## config.mk

```make
export PLATFORM = sky130hd
export DESIGN_NAME = control_sequencer
export DESIGN_NICKNAME = d
export VERILOG_FILES = /design/src/rtl/cpu_pkg.sv /design/src/rtl/reg_select_decoder.sv /design/src/rtl/control_sequencer.sv
export SDC_FILE = /design/constraint.sdc
export NUM_CORES = 1
export LEC_CHECK = 0
export ABC_AREA = 1
export ABC_CLOCK_PERIOD_IN_PS = 1800
export BUFFER_PORTS_ARGS = -buffer_cell sky130_fd_sc_hd__buf_2
export CAP_MARGIN = 0
export CORE_MARGIN = 8
export CORE_UTILIZATION = 36
export CTS_CLUSTER_SIZE = 10
export DETAILED_ROUTE_END_ITERATION = 10
export GPL_TIMING_DRIVEN = 0
export PLACE_DENSITY_LB_ADDON = 0.05
export SLEW_MARGIN = 20
export SYNTH_ARGS = -nofsm -noshare
export SYNTH_HDL_FRONTEND = slang
export SYNTH_SLANG_ARGS = --single-unit
```

## constraint.sdc

```tcl
create_clock -name clock -period 1.8 [get_ports clock]
set_input_delay 0.09 -clock clock [delete_from_list [all_inputs] [get_ports clock]]
set_output_delay 0.09 -clock clock [all_outputs]
set_load 0.1 [all_outputs]
```

## src/rtl/cpu_pkg.sv

```systemverilog
// ============================================================================
// Module : cpu_pkg
// Brief  : Shared opcode constants, IR field positions and sequencer states.
// Rev    : 1.0  initial release
// ============================================================================
`default_nettype none

package cpu_pkg;

    localparam logic [4:0] c_op_add  = 5'b00011;
    localparam logic [4:0] c_op_sub  = 5'b00100;
    localparam logic [4:0] c_op_and  = 5'b00101;
    localparam logic [4:0] c_op_or   = 5'b00110;
    localparam logic [4:0] c_op_shr  = 5'b00111;
    localparam logic [4:0] c_op_shl  = 5'b01000;
    localparam logic [4:0] c_op_ror  = 5'b01001;
    localparam logic [4:0] c_op_rol  = 5'b01010;
    localparam logic [4:0] c_op_mul  = 5'b01111;
    localparam logic [4:0] c_op_div  = 5'b10000;
    localparam logic [4:0] c_op_nop  = 5'b11010;
    localparam logic [4:0] c_op_halt = 5'b11011;

    localparam int c_opc_msb = 31;
    localparam int c_opc_lsb = 27;
    localparam int c_ra_msb  = 26;
    localparam int c_ra_lsb  = 23;
    localparam int c_rb_msb  = 22;
    localparam int c_rb_lsb  = 19;
    localparam int c_rc_msb  = 18;
    localparam int c_rc_lsb  = 15;

    typedef enum logic [3:0] {
        S_RESET = 4'd0,
        S_T0    = 4'd1,
        S_T1    = 4'd2,
        S_T2    = 4'd3,
        S_T3    = 4'd4,
        S_T4    = 4'd5,
        S_T5    = 4'd6,
        S_T6    = 4'd7,
        S_HALT  = 4'd8
    } state_t;

    function automatic logic is_alu_op(input logic [4:0] op);
        case (op)
            c_op_add, c_op_sub, c_op_and, c_op_or,
            c_op_shr, c_op_shl, c_op_ror, c_op_rol: is_alu_op = 1'b1;
            default:                                is_alu_op = 1'b0;
        endcase
    endfunction

    function automatic logic is_muldiv_op(input logic [4:0] op);
        is_muldiv_op = (op == c_op_mul) || (op == c_op_div);
    endfunction

endpackage

`default_nettype wire

```

## src/rtl/reg_select_decoder.sv

```systemverilog
// ============================================================================
// Module : reg_select_decoder
// Brief  : 4-bit register index plus enable to one-hot NREGS select vector.
// Rev    : 1.0  initial release
// ============================================================================
`default_nettype none

module reg_select_decoder #(
    parameter int NREGS = 16
) (
    input  logic [3:0]       i_idx,
    input  logic             i_en,
    output logic [NREGS-1:0] o_onehot
);

    // Indices beyond NREGS simply match no bit, leaving the vector all-zero.
    for (genvar i = 0; i < NREGS; i++) begin : g_bit
        assign o_onehot[i] = i_en && (int'(i_idx) == i);
    end

endmodule

`default_nettype wire

```

## src/rtl/control_sequencer.sv

```systemverilog
// ============================================================================
// Module : control_sequencer
// Brief  : Hardwired Moore control unit driving DataPath strobes per T-state.
// Rev    : 1.0  initial release
// ============================================================================
`default_nettype none

module control_sequencer #(
    parameter int NREGS = 16
) (
    input  logic             clock,
    input  logic             clear,
    input  logic             stop,
    input  logic [31:0]      IR,
    input  logic             mem_ready,
    output logic [NREGS-1:0] regIn,
    output logic [NREGS-1:0] regOut,
    output logic             HiIn,
    output logic             LoIn,
    output logic             ZIn,
    output logic             PCIn,
    output logic             MDRIn,
    output logic             YIn,
    output logic             MARIn,
    output logic             IRIn,
    output logic             IncPC,
    output logic             HiOut,
    output logic             LoOut,
    output logic             ZHiOut,
    output logic             ZLoOut,
    output logic             PCOut,
    output logic             MDROut,
    output logic             MDRread,
    output logic [4:0]       ALUcode,
    output logic             run,
    output logic             illegal
);

    import cpu_pkg::*;

    state_t      r_state;
    state_t      w_next;
    logic        r_t1_first;
    logic [4:0]  w_opcode;
    logic [3:0]  w_ra;
    logic [3:0]  w_rb;
    logic [3:0]  w_rc;
    logic        w_alu;
    logic        w_muldiv;
    logic        w_rin_en;
    logic        w_rout_en;
    logic [3:0]  w_rout_idx;
    state_t      w_boundary;
    logic        w_unused_ir;

    assign w_opcode    = IR[c_opc_msb:c_opc_lsb];
    assign w_ra        = IR[c_ra_msb:c_ra_lsb];
    assign w_rb        = IR[c_rb_msb:c_rb_lsb];
    assign w_rc        = IR[c_rc_msb:c_rc_lsb];
    assign w_unused_ir = ^IR[c_rc_lsb-1:0];
    assign w_alu       = is_alu_op(w_opcode);
    assign w_muldiv    = is_muldiv_op(w_opcode);

    // Every path that would re-enter T0 honours a pending stop request.
    assign w_boundary  = stop ? S_HALT : S_T0;

    always_ff @(posedge clock or posedge clear) begin
        if (clear) begin
            r_state    <= S_RESET;
            r_t1_first <= 1'b0;
        end else begin
            r_state    <= w_next;
            r_t1_first <= (w_next == S_T1) && (r_state != S_T1);
        end
    end

    always_comb begin
        w_next     = r_state;
        w_rin_en   = 1'b0;
        w_rout_en  = 1'b0;
        w_rout_idx = w_rc;
        HiIn       = 1'b0;
        LoIn       = 1'b0;
        ZIn        = 1'b0;
        PCIn       = 1'b0;
        MDRIn      = 1'b0;
        YIn        = 1'b0;
        MARIn      = 1'b0;
        IRIn       = 1'b0;
        IncPC      = 1'b0;
        HiOut      = 1'b0;
        LoOut      = 1'b0;
        ZHiOut     = 1'b0;
        ZLoOut     = 1'b0;
        PCOut      = 1'b0;
        MDROut     = 1'b0;
        MDRread    = 1'b0;
        ALUcode    = 5'd0;
        illegal    = 1'b0;
        run        = (r_state != S_RESET) && (r_state != S_HALT);

        case (r_state)
            S_RESET: w_next = w_boundary;
            S_T0: begin
                PCOut  = 1'b1;
                MARIn  = 1'b1;
                IncPC  = 1'b1;
                ZIn    = 1'b1;
                w_next = S_T1;
            end
            S_T1: begin
                ZLoOut  = 1'b1;
                PCIn    = r_t1_first;
                MDRread = 1'b1;
                MDRIn   = 1'b1;
                if (mem_ready) w_next = S_T2;
            end
            S_T2: begin
                MDROut = 1'b1;
                IRIn   = 1'b1;
                w_next = S_T3;
            end
            S_T3: begin
                if (w_alu || w_muldiv) begin
                    w_rout_en  = 1'b1;
                    w_rout_idx = w_rb;
                    YIn        = 1'b1;
                    w_next     = S_T4;
                end else if (w_opcode == c_op_nop) begin
                    w_next = w_boundary;
                end else if (w_opcode == c_op_halt) begin
                    w_next = S_HALT;
                end else begin
                    illegal = 1'b1;
                    w_next  = w_boundary;
                end
            end
            S_T4: begin
                w_rout_en = 1'b1;
                ZIn       = 1'b1;
                ALUcode   = w_opcode;
                w_next    = S_T5;
            end
            S_T5: begin
                ZLoOut = 1'b1;
                if (w_muldiv) begin
                    LoIn   = 1'b1;
                    w_next = S_T6;
                end else begin
                    w_rin_en = 1'b1;
                    w_next   = w_boundary;
                end
            end
            S_T6: begin
                ZHiOut = 1'b1;
                HiIn   = 1'b1;
                w_next = w_boundary;
            end
            S_HALT:  w_next = S_HALT;
            default: w_next = S_RESET;
        endcase
    end

    reg_select_decoder #(.NREGS(NREGS)) u_rin_dec (
        .i_idx    (w_ra),
        .i_en     (w_rin_en),
        .o_onehot (regIn)
    );

    reg_select_decoder #(.NREGS(NREGS)) u_rout_dec (
        .i_idx    (w_rout_idx),
        .i_en     (w_rout_en),
        .o_onehot (regOut)
    );

endmodule

`default_nettype wire

```

==> impl_metrics.yaml, run 1 <==
floorplan:
  die_h_um: 66.7
  io_pins: 91
  die_w_um: 66.7
  initial_core_util: 0.377
  rows: 18
yosys:
  netlist-cell-type-count: 22
  syn_avg_cell_area_um2: 5.47
  synthCells: 169
  syn_area_um2: 925
  synth_seq_area_share: 0.135
  synth-seq-cells: 5
  yosys_warnings: 0
clocking:
  cts_buffer_depth: 2
  cts_buffers: 3
  cts_root_buffer: "clkbuf_4"
  clock_sinks: 5
  cts_max_level: 1
placement:
  gp_congestion: 0.813
  dp_cells: 273
  post-dp-hpwl_mm: 2.67
  port_buffers: 73
  placedInstanceArea_um2: 1600
run_status:
  stop_stage: "5_1_grt"
  stop_error: "[ERROR DPL-0038] Utilization greater than 100%, impossible to legalize"
  status: "stopped before the end"
sta:
  worst-ep-kind: "top-level output"
  grt_worst_setup_endpoint: "regOut[7]"
global_route:
  grt_max_degree: 8
per-stage QoR:
step / hold slack (ps) / setup WS (ps) / util / setup TNS [ps]
detailed placement: -4.28 / -441 / 0.653 / -9480
floorplan: -131 / -746 / - / -29600
global placement: -7.15 / -417 / 0.653 / -8930
CTS: 60.7 / -195 / 0.961 / -3550
synth_stat cells:
library cell  count  share of area
a21oi_1           1         0.0054
a32oi_1           1         0.0095
buf_12            1          0.022
buf_4             7          0.057
conb_1            1         0.0041
dfrtp_1           5           0.14
inv_1            24          0.097
inv_2             3          0.012
nand2_1          29           0.12
nand2_2           9          0.061
nand2_4           2          0.024
nand3_1          12          0.065
nand3_2           5          0.054
nand3b_1          1         0.0081
nand4_1           2          0.014
nor2_1           55           0.22
nor2_2            2          0.014
nor2_4            2          0.024
nor3_2            1          0.011
o21ai_0           3          0.016
o21ai_2           2          0.019
o22ai_1           1         0.0068
what timing repair did:
action                                 4_1_cts
setup endpoints to repair                   41
endpoints found under the hold margin        5
pin swaps                                   21
resized for setup                          167
gates cloned                                 1
setup buffers                               11
hold buffers                                 1
logic make-up after synthesis:
kind of cell	share of synthesized area
AO/OA/AOI/OAI	0.0568
flip-flops	0.135
AND/OR/NAND/NOR	0.616
buffers and inverters	0.188
other	0.00406
==> run 2, diff against run 1 <==
--- a/config.mk
+++ b/config.mk
@@ -9,12 +9,11 @@
 export ABC_CLOCK_PERIOD_IN_PS = 1800
 export BUFFER_PORTS_ARGS = -buffer_cell sky130_fd_sc_hd__buf_2
 export CAP_MARGIN = 0
-export CORE_MARGIN = 8
-export CORE_UTILIZATION = 36
-export CTS_CLUSTER_SIZE = 10
+export CORE_AREA = 8 8 69 71
 export DETAILED_ROUTE_END_ITERATION = 10
+export DIE_AREA = 0 0 77 79
 export GPL_TIMING_DRIVEN = 0
-export PLACE_DENSITY_LB_ADDON = 0.05
+export PLACE_DENSITY_LB_ADDON = 0.15
 export SLEW_MARGIN = 20
 export SYNTH_ARGS = -nofsm -noshare
 export SYNTH_HDL_FRONTEND = slang
==> run 2 against run 1 <==
  * The flow now finishes, with violations (setup timing)
  * Synthesized cell count stayed put
  * Area after synthesis stayed put
==> impl_metrics.yaml, run 2 <==
global_route:
  grt_usage: 0.128
  grt_pass1_vias: 1428
  grt_pass1_wl_mm: 6.53
  grt_max_degree: 11
  antenna_found_initial: 0
  grt-ovfl-total: 0
run_status:
  status: "finished, violations left"
  violations: "setup timing"
sta:
  drv_slew: 0
  clock_skew_ps: 3.98
  fmax_mhz: 503
  rsz0062_at_grt: "true"
  timing.final.ws_setup_ps: -188
  finalSetupTns_ps: -3000
  finalSetupViolations: 31
  period_minus_slack_ps: 1990
  finalHoldViolCount: 0
  period_share: 1.10
worst_hold_path:
  hold_path.class: "primary input to flop"
  whs_path_depth: 3
clocking:
  cts_max_level: 1
  cts_buffer_depth: 2
  clkTransAtPathRegs_ps: 30
  clock_latency_ps: 230
  cts_buffers: 3
  cts_tree: "built"
  clock_sinks: 5
  cts_root_buffer: "clkbuf_8"
pwr:
  cellPowerDensity_nw_per_um2: 717
  power_leakage_nw: 1.11
  ir_worst_vdd_v: 0.000351
critical_path:
  crit_type: "flop to output port"
  start_kind: "flop"
  reg2reg_depth: 7
  crit_fanout: 10
  worstPathRequired_ps: 1710
  arrival_ps: 1900
  endpoint_kind: "output port"
placement:
  post-dp-hpwl_mm: 2.85
  gp_congestion: 0.774
  dpl_worst_slack_ps: -482
  port_buffers: 73
yosys:
  synth_area_leader_cell: "nor2_1"
  synthTopCellsByCount: "55 x nor2_1, 29 x nand2_1, 24 x inv_1"
  synth_top_area_share: 0.223
  synthCells: 169
  synth_top_cells_by_area: "nor2_1 22%, dfrtp_1 14%, nand2_1 12%"
  synth_enable_flop_cells: 0
  yosys_warnings: 0
  syn_area_um2: 925
  syn_avg_cell_area_um2: 5.47
  synth.most_common_cell: "nor2_1"
  synth_seq_area_share: 0.135
  ys.flop_type: "dfrtp_1"
  synth-seq-cells: 5
  async_flop_share: 1.00
  netlist-cell-type-count: 22
floorplan:
  rows: 23
  initial_core_util: 0.243
  coreArea_um2: 3800
  die_w_um: 77
  die_h_um: 79
  io_pins: 91
  die_area_um2: 6080
finish:
  antenna_cells: 0
  fin_nets: 301
  largest_reg_flops: 4
  final_common_cell: "nor2_4"
  postLayoutCoreUtil: 0.703
  regMostFlops: "r_state"
  final_cell_mix: "47 x nor2_4, 38 x buf_12, 28 x buf_2"
  reg_top3: "r_state (4), r_t1_first (1)"
  areaGrowthSynthToFinish_pct: 189
  drive_gt1_frac: 0.739
route:
  highest-signal-layer: "met4"
  drc: 0
  via_count: 1397
  wl_per_cell_um: 14.2
  drt_first_pass_iters: 6
  met1_length_mm: 1.50
  routed_wl_mm: 4.45
  vias_per_cell: 4.45
  drtIter0Drc: 45
  ant_nets: 0
  dr_wl_met2_mm: 2.45
  route.met3.wl_um: 443
run:
  maxCapViolations: 0
run 2: cell counts after synthesis:
No cell type changed its count.
run 2: repair_timing:
item                                    in CTS  in global routing
gates resized for setup                    170                 65
endpoints found under the setup margin      41                 39
pin swaps                                   17                 21
hold buffers                                 1                  0
hold endpoints to repair                     5                  0
buffers inserted                             7                  9
run 2: routing by layer:
layer,vias to the layer above,track usage
met5,-,0
met4,0,0.0226
met3,4,0.0700
met2,52,0.246
met1,638,0.119
li1,703,-
run 2: cell type report:
| cell class | count | area (um^2) |
|---|---|---|
| buffer | 8 | 72.6 |
| clock buffer | 4 | 45.0 |
| fill | 300 | 1130 |
| inverter | 27 | 110 |
| multi-input combinational | 130 | 1150 |
| sequential | 5 | 129 |
| tap | 50 | 62.6 |
| timing repair buffer | 90 | 1100 |
run 2: stage by stage:
stage	area, um^2	hold WS [ps]	power [W]	instances
CTS	2340	90.6	0.00175	305
global placement	1630	-5.92	0.00137	293
global route	2670	98.1	0.00201	314
detailed placement	1630	-7.26	0.00138	293
finish	2670	94.3	0.00191	314
floorplan	1200	-131	0.00121	170
run 2: report_power, final:
group / leakage, nW / switching [W] / internal, W
clock network: 0.0228 / 0.0000595 / 0.000152
registers: 0.0615 / 0.0000482 / 0.000158
logic: 1.02 / 0.00107 / 0.000426
total: 1.11 / 0.00118 / 0.000736
run 2: cell families (layout without fill, tap and decap cells):
group | count (synthesis) | after routing | synth area share
buf+inv | 35 | 129 | 0.188
other cells | 1 | 2 | 0.00406
flops | 5 | 5 | 0.135
compound gates | 8 | 8 | 0.0568
simple gates | 120 | 120 | 0.616
run 2: path summary, 6_finish.rpt:
path,startpoint,to,slack (ps)
hold / removal,mem_ready,r_state[0],90
hold reg to reg,r_state[2],r_t1_first,540
min in group asynchronous,clear,r_t1_first,300
setup reg to reg,r_state[0],r_state[0],510
max in group asynchronous,clear,r_state[3],1310
setup / recovery,r_state[0],regOut[4],-190
run 2: critical path, cell delays in order, from the launching register on:
cell and delay [ps]:
dfrtp_1 410, nor2_4 130, inv_2 60, nor2_4 150, nand2_4 110, buf_12 170
o21ai_4 180, nand2_4 130, nor2_4 150, buf_12 180
Note: power is estimated with default switching activity, not from simulation.
==> run 3, diff against run 2 <==
--- a/config.mk
+++ b/config.mk
@@ -5,13 +5,12 @@
 export SDC_FILE = /design/constraint.sdc
 export NUM_CORES = 1
 export LEC_CHECK = 0
-export ABC_AREA = 1
 export ABC_CLOCK_PERIOD_IN_PS = 1800
 export BUFFER_PORTS_ARGS = -buffer_cell sky130_fd_sc_hd__buf_2
 export CAP_MARGIN = 0
-export CORE_AREA = 8 8 69 71
+export CORE_MARGIN = 8
+export CORE_UTILIZATION = 30
 export DETAILED_ROUTE_END_ITERATION = 10
-export DIE_AREA = 0 0 77 79
 export GPL_TIMING_DRIVEN = 0
 export PLACE_DENSITY_LB_ADDON = 0.15
 export SLEW_MARGIN = 20
==> run 3 against run 2 <==
  * The run still ends with setup timing left
  * Non-clock buffer count is 22 higher
  * Worst hold slack better by 200 ps
  * Die area is 3.2% lower
  * Sequential cell count stayed put
  * Power is 71% lower
  * Clock skew is 0.58 ps lower
  * Critical path type unchanged
  * Critical endpoint is now regOut[9]
  * Largest power group is now the clock network
==> impl_metrics.yaml, run 3 <==
run_status:
  status: "finished, violations left"
  violations: "setup timing"
route:
  routed_wl_mm: 7.48
  drc: 0
  via_count: 1836
  wl_per_cell_um: 23.5
  ant_nets: 0
  vias_per_cell: 5.77
  drt_first_pass_iters: 6
  drtIter0Drc: 139
yosys:
  syn_avg_cell_area_um2: 6.88
  synth_compound_area_frac: 0.328
  synth.most_common_cell: "nor2_1"
  synth_top_cells_by_area: "dfrtp_1 11%, a22oi_1 10%, nor2_1 8.5%"
  synthTopCellsByCount: "25 x nor2_1, 15 x a22oi_1, 11 x nand2_1, 11 x nor3_1, 8 x inv_1"
  synthMuxAreaShare: 0.00904
  netlist-cell-type-count: 50
  synthCells: 161
  syn_area_um2: 1110
  synth_area_leader_cell: "dfrtp_1"
  synth_top_area_share: 0.113
  ys.flop_type: "dfrtp_1"
  synth-seq-cells: 5
  synth_top_family_by_area: "simple AND/OR/NAND/NOR gates"
  synthXorXnorAreaFrac: 0.00791
  synth_fa_ha_area_frac: 0
  synthSimpleGateAreaFrac: 0.423
  async_flop_share: 1.00
  synth_enable_flop_cells: 0
  yosys_warnings: 0
  synth_seq_area_share: 0.113
sta:
  fmax_mhz: 429
  period_minus_slack_ps: 2330
  clock_skew_ps: 3.39
  worst-slew-pin-transition_ps: 550
  period_share: 1.30
  finalSetupViolations: 43
  finalHoldViolCount: 0
  timing.final.ws_setup_ps: -533
  drv_slew: 0
  finalSetupTns_ps: -10980
  rsz0062_at_grt: "true"
  relSlewSlack: 0.630
  fin_hold_ws_ps: 295
critical_path:
  ff2ff_setup_slack_ps: 20
  worstPathRequired_ps: 1710
  crit_type: "flop to output port"
  start_kind: "flop"
  r2r_end: "r_state[3]"
  crit_fanout: 4
  endpoint_kind: "output port"
  r2r-start: "r_state[1]"
  arrival_ps: 2240
  reg2reg_depth: 7
finish:
  reg_top3: "r_state (4), r_t1_first (1)"
  drive_gt1_frac: 0.781
  multi_input_area_um2: 1420
  final_cell_mix: "48 x buf_12, 22 x buf_4, 21 x buf_2"
  areaGrowthSynthToFinish_pct: 193
  postLayoutCoreUtil: 0.899
  antenna_cells: 0
  regMostFlops: "r_state"
  largest_reg_flops: 4
  fillCellCount: 137
  fin_nets: 307
  regArea_um2: 129
  final_common_cell: "buf_12"
clocking:
  cts_root_buffer: "clkbuf_8"
  clock_sinks: 5
  cts_tree: "built"
  cts_buffers: 3
  cts_buffer_depth: 2
  cts_max_level: 1
  clkTransAtPathRegs_ps: 40
  clock_latency_ps: 230
placement:
  gp_congestion: 0.864
  post-dp-hpwl_mm: 3.40
  port_buffers: 73
floorplan:
  die_h_um: 76.8
  io_pins: 91
  die_w_um: 76.8
  coreArea_um2: 3610
  die_area_um2: 5890
  initial_core_util: 0.307
  rows: 22
run:
  maxCapViolations: 0
global_route:
  antenna_found_initial: 0
  grt_usage: 0.180
  grt-ovfl-total: 0
  grt_pass1_wl_mm: 8.86
  grt_max_degree: 11
  grt_pass1_vias: 1744
pwr:
  ir_worst_vdd_v: 0.000145
  cellPowerDensity_nw_per_um2: 169
  power_leakage_nw: 1.25
worst_hold_path:
  hold_path.class: "primary input to async pin"
[run 3: what timing repair did]
item | 4_1_cts | 5_1_grt
buffers inserted | 21 | 13
pin swaps | 16 | 18
hold buffers | 1 | 0
cloned | 1 | 0
hold endpoints to repair | 5 | 0
setup endpoints to repair | 48 | 50
resized for setup | 177 | 87
[run 3: metal layers]
metal	track usage	vias to the layer above	share of wire
met2	0.333	117	0.52
met1	0.186	877	0.35
met5	0	-	0
met4	0.0577	0	0.041
li1	-	817	-
met3	0.0571	25	0.087
[run 3: where the power goes]
group / switching (W) / internal [W] / leakage (nW)
Sequential: 0.0000000227 / 0.000113 / 0.0596
Combinational: 0.000150 / 0.0000585 / 1.17
Clock: 0.0000718 / 0.000154 / 0.0228
Total: 0.000221 / 0.000325 / 1.25
[run 3: how the worst max path moves through the flow]
stage	start	slack, ps	cells after the start	endpoint
floorplan	r_state[1]	-690	6	regOut[0]
global placement	r_state[0]	-650	7	regOut[0]
detailed placement	r_state[0]	-640	7	regOut[0]
CTS	r_state[1]	-450	7	regOut[0]
global route	r_state[3]	-560	6	regOut[0]
finish	r_state[1]	-530	5	regOut[9]
[run 3: final cells by class]
type                       count  share of cell area
multi-input combinational    133               0.437
timing repair buffer         107               0.433
buffer                        13              0.0479
sequential                     5              0.0398
tap                           48              0.0185
clock buffer                   4              0.0139
inverter                       8              0.0108
[run 3: cells by family after synthesis]
kind of cell / count (synthesis)
muxes: 1
other: 1
xor gates and xnor gates: 1
DFF: 5
buffers and inverters: 24
AOI/OAI and AO/OA: 46
and+or+nand+nor: 83
[run 3: worst max-delay path, cell delays in order (launching register included)]
cell,delay (ps)
dfrtp_2,440
or4b_4,510
buf_4,160
a2111o_1,370
a22oi_2,300
buf_12,220
[run 3: through the flow]
step	std cells	area [um^2]	worst slack, ps	total power (W)
final	318	3240	-533	0.000546
after detailed placement	283	1970	-640	0.000278
after global placement	283	1970	-654	0.000278
after floorplan	162	1550	-694	0.000218
after global routing	318	3240	-557	0.000566
after CTS	309	2860	-446	0.000496
